<file path="src/rtl/counter_if.sv">
// Bus bundle for the loadable counter: parallel load request in, count and carry out.
interface counter_if #(
    parameter int unsigned WIDTH = 8
);
    logic [WIDTH-1:0] data;
    logic             load;
    logic [WIDTH-1:0] out;
    logic             cout;

    modport master (
        output data,
        output load,
        input  out,
        input  cout
    );

    modport slave (
        input  data,
        input  load,
        output out,
        output cout
    );
endinterface

</file>
<file path="src/rtl/counter.sv">
// Free-running WIDTH-bit up counter with synchronous parallel load and a one-cycle
// carry pulse on wrap. Outputs come straight from flops.
module counter #(
    parameter int unsigned WIDTH = 8
) (
    input  logic      clk,
    input  logic      rst,
    counter_if.slave  bus
);
    logic [WIDTH-1:0] out_q, out_d;
    logic             cout_q, cout_d;
    logic [WIDTH:0]   sum;

    always_comb begin
        // Extra bit catches the wrap from all-ones to zero.
        sum    = {1'b0, out_q} + {{WIDTH{1'b0}}, 1'b1};
        out_d  = sum[WIDTH-1:0];
        cout_d = sum[WIDTH];
        if (bus.load) begin
            out_d  = bus.data;
            cout_d = 1'b0;
        end
    end

    always_ff @(posedge clk or posedge rst) begin
        if (rst) begin
            out_q  <= '0;
            cout_q <= 1'b0;
        end else begin
            out_q  <= out_d;
            cout_q <= cout_d;
        end
    end

    assign bus.out  = out_q;
    assign bus.cout = cout_q;
endmodule

</file>
<file path="src/flat_wrapper.sv">
// flat-port wrapper written by rule: the top's interface ports become plain ports
module counter_flat 
#(
    parameter int unsigned WIDTH = 8
)
  (clk, rst, bus_data, bus_load, bus_out, bus_cout);
  counter_if #(.WIDTH(WIDTH)) bus_i ();
  input  logic clk;
  input  logic rst;
  input wire logic [$bits(bus_i.data)-1:0] bus_data;
  input wire logic [$bits(bus_i.load)-1:0] bus_load;
  output wire logic [$bits(bus_i.out)-1:0] bus_out;
  output wire logic [$bits(bus_i.cout)-1:0] bus_cout;
  assign bus_i.data = bus_data;
  assign bus_i.load = bus_load;
  assign bus_out = bus_i.out;
  assign bus_cout = bus_i.cout;
  counter #(.WIDTH(WIDTH)) u_core (.clk(clk), .rst(rst), .bus(bus_i));
endmodule
</file>
<file path="config.mk">
export PLATFORM = sky130hd
export DESIGN_NAME = counter_flat
export DESIGN_NICKNAME = d
export VERILOG_FILES = /design/src/rtl/counter_if.sv /design/src/rtl/counter.sv /design/src/flat_wrapper.sv
export SDC_FILE = /design/constraint.sdc
export NUM_CORES = 1
export LEC_CHECK = 0
export CAP_MARGIN = 20
export CORE_AREA = 2 2 39 41
export CTS_CLUSTER_DIAMETER = 30
export CTS_CLUSTER_SIZE = 25
export DETAILED_ROUTE_END_ITERATION = 8
export DIE_AREA = 0 0 41 43
export PLACE_DENSITY_LB_ADDON = 0.1
export REMOVE_ABC_BUFFERS = 1
export SYNTH_ARGS = -nofsm -noshare
export SYNTH_HDL_FRONTEND = slang
export SYNTH_SLANG_ARGS = --single-unit
</file>
<file path="constraint.sdc">
create_clock -name clk -period 1.5 [get_ports clk]
set_clock_uncertainty 0.15 [all_clocks]
set_input_delay 0.3 -clock clk [delete_from_list [all_inputs] [get_ports clk]]
set_output_delay 0.3 -clock clk [all_outputs]
set_load 0.05 [all_outputs]
</file>
# After elaboration in Yosys (flattened, before gate mapping)
# Cells that the tools add are included.
[totals] wordCells=5 ram_bits=0 output_inout_bits=9 rom_bits=0 latch_bits=0 register_bits=9 memories=0
[op_classes] mux=2 n_reduce_logical=0 n_div=0 addsub=1 mul=0 shift=0 n_eq_ne=0 magnitude_cmp=0 bitwise=0
[ops] op="adder 8 x 1 -> 9 bit (second input constant)" n=1
[ops] op="two-way mux 8 bit" n=1
[ops] op="two-way mux 1 bit" n=1

# Longest topological paths before layout
[depth] word_depth=2 mapped_depth=4 depth_no_buf=4

# Worst setup path after synthesis
# Ideal clock, no wire load.
[synth_path] kind="register -> register" from="reg u_core.out_q[0] (netlist: u_core.bus.out[0])" to="reg u_core.out_q[6] (netlist: u_core.bus.out[6])" path_stages_with_launch=5 arrival_ps=1508 required_time_ps=1281 setup_time_ps=69 path_slack_ps=-227 path_buffers=0 cell_sequence="dfrtp_1 > ha_1 > nand2_1 > or4_1 > nand3_1"
[synth_via] elab_chain_cells=2
[synth_lines] item="from (decl)" line_no="counter.sv:10" source="logic [WIDTH-1:0] out_q, out_d;"
[synth_lines] item="from (signal assigned)" line_no="counter.sv:30" source="out_q <= out_d;"
[synth_lines] item="adder 8 x 1 -> 9 bit" line_no="counter.sv:16" source="sum = {1'b0, out_q} + {{WIDTH{1'b0}}, 1'b1};"
[synth_lines] item="two-way mux 8 bit" line_no="counter.sv:19" source="if (bus.load) begin"
[synth_lines] item="via u_core.out_d[6]" line_no="counter.sv:10"
# The timed path passes the listed nets, and every way through them passes these cells.

# Worst setup path in the final report
[layout_path] from="in bus_load" to="reg u_core.out_q[5] (netlist: u_core.bus.out[5])"
[layout_via] elab_chain_cells=1
[layout_lines] item="from (decl)" line_no="flat_wrapper.sv:11" source="input wire logic [$bits(bus_i.load)-1:0] bus_load;"
[layout_lines] item="two-way mux 8 bit" line_no="counter.sv:19"
[layout_lines] item="via u_core.out_d[5]" line_no="counter.sv:10"
# The timed path passes the listed nets, and every way through them passes these cells.

==> out/qor.csv <==
metric;value;unit
grt total ovfl;0;
synth top area cells;dfrtp_1 49%, nand2_1 8.2%, o21ai_0 6.6%;
core area;1380;um^2
Hold Path Class;input port to asynchronous set/reset pin;
Largest stage delay, worst path;0.55;ns
Final Core Density;0.603;
Bufs and invs on worst path;1;
CP max FO;7;
clock buffer depth;2;
RR Startpoint;u_core.bus.out[0]$_DFF_PP0_;
row count;14;
PortBufs;19;
gp weighted congestion;0.720;
Netlist cell types;17;
Post-Synthesis Cells;48;
via count;438;
Min Hold Slack;0.169;ns
vias in the first global route;417;
Ports;20;
Final TNS setup;0;ns
mapped cell area;457;um^2
die area;1760;um^2
Arrival @ worst endpoint;1.45;ns
Starting DRT DRC Count;11;
CP required;1.54;ns
Layout fillers;128;
RSZ-0062 raised after global routing;no;
dominant cell type by area after synthesis;dfrtp_1;
worst vdd ir;0.000607;V
syn_area_per_cell;9.51;um^2
Final Max Slew Viols;0;
CTS root buf;clkbuf_4;
CTS H-Tree Depth;1;
initial antenna violation count;0;
CP endpoint kind;register;
layout cell share with drive strength beyond 1;0.295;
period utilization;0.944;
R2R Setup Slk;0.12;ns
Largest delay share family, worst path;simple AND/OR/NAND/NOR gates;
Clock Sinks;9;
drt first pass iters;2;
via density per instance;4.66;
average routed wire per standard cell;10.9;um
clock-pin slew on the worst setup and hold paths;0.06;ns
Max stage delay cell, worst path;or4_1;
Die H;43;um
Tmin final;1.42;ns
Chip Width;41;um
DRC Markers;0;
critical path cell sequence;clkdlybuf4s50_1 > or4_1 > nand3_1;
cts hold-fix bufs;0;
first-pass GRT wire length;1.78;mm
hpwl dp;860;um
# Max-Cap Violations;0;
Setup Viol. Count Final;0;
CTS tree;done;
Post-CTS Setup Inserts;0;
Setup crit start kind;input port;
# diodes;0;
Starting Density;0.330;
sequential fraction of the synthesis area;0.493;
Clock Latency Late Sink;0.25;ns
GRT Resource Usage Total;0.150;
nets;91;
Ys Warns;0;
Reg2Reg Depth;4;
pin count of the biggest net entering global routing;10;
Synth Register Bits;9;
commonest non-fill, non-tap cells in the layout;10 x nand2_1, 10 x clkdlybuf4s50_1, 9 x buf_12, 9 x buf_4, 9 x dfrtp_1;
Fin. Hold Viols;0;
Worst Setup SP;bus_load;
Lkg Pwr;0.366;nW
total CTS buffers;3;
post-CTS sizing;0;
P per Cell Area;1020;nW/um^2
Synth top area share;0.493;
area grow syn2layout;82.7;%
final wirelength;1.03;mm
worst slew pin tran;0.352;ns
Max-Slew Margin vs Limit;0.765;
CP Class;input port to register;
status;finished clean;
Fmax;706;MHz
ANT nets after route;0;
RR Endpoint;u_core.bus.out[6]$_DFF_PP0_;
-- state kept, by name, indices dropped and copies added (netlist names) --
| name | cells |
|---|---|
| u_core.bus.out | 8 |
| u_core.bus.cout | 1 |
-- through the flow --
stage	instances	area (um^2)	total power [mW]	setup WS, ns
final	94	835	0.853	0.0839
after global routing	94	835	0.905	0.0254
after CTS	94	835	0.867	0.0807
after detailed placement	90	808	0.678	-0.168
after global placement	90	808	0.675	-0.155
after floorplan	46	440	0.459	-0.227
-- worst max-delay path by stage --
stage                                        to  slack (ns)  cells after the start
detailed placement  u_core.bus.out[7]$_DFF_PP0_       -0.17                      3
floorplan           u_core.bus.out[6]$_DFF_PP0_       -0.23                      4
global route        u_core.bus.out[6]$_DFF_PP0_        0.03                      4
CTS                                  bus_out[2]        0.08                      2
global placement    u_core.bus.out[5]$_DFF_PP0_       -0.15                      3
finish              u_core.bus.out[5]$_DFF_PP0_        0.08                      3
-- Yosys cell counts (all sizes together) --
library cell / number
buf: 2
dfrtp: 9
ha: 1
inv: 1
mux2: 1
nand2: 10
nand3: 6
nand4: 1
nor2b: 3
nor4: 1
o21ai: 7
or4: 3
xnor2: 1
xor2: 2
-- layer usage --
layer	GRT usage	share of wire	wire length, um
met1	0.202	0.42	428
met2	0.234	0.52	533
met3	0.0471	0.064	66
met4	0.0200	0	0
met5	0	0	0
-- cell families after synthesis --
logic type,after synthesis,synth area share
AOI/OAI and AO/OA,7,0.0767
muxes,1,0.0247
xor gates and xnor gates,3,0.0575
adders and majority gates,1,0.0274
and+or+nand+nor,24,0.277
DFF,9,0.493
buffers and inverters,3,0.0438
-- where the power goes --
group          switching (mW)  total (mW)  internal, mW
logic                   0.184       0.374         0.190
clock network          0.0795       0.182         0.102
registers              0.0273       0.297         0.270
total                   0.291       0.853         0.562
-- cell type report --
cell class,count,area (um^2),area share
Tap cell,16,20.0,0.0240
Timing Repair Buffer,28,348,0.417
Inverter,1,3.75,0.00450
Clock buffer,4,26.3,0.0315
Multi-Input combinational cell,36,211,0.253
Sequential cell,9,225,0.270
-- worst register-to-register path, delay by kind of cell, from the launching register on --
| family | cells | cell delay [ns] |
|---|---|---|
| adder cells (fa/ha/maj) | 1 | 0.23 |
| flip-flops | 1 | 0.35 |
| AND/OR/NAND/NOR | 3 | 0.60 |
No activity file was read; power rests on OpenSTA's default activity.
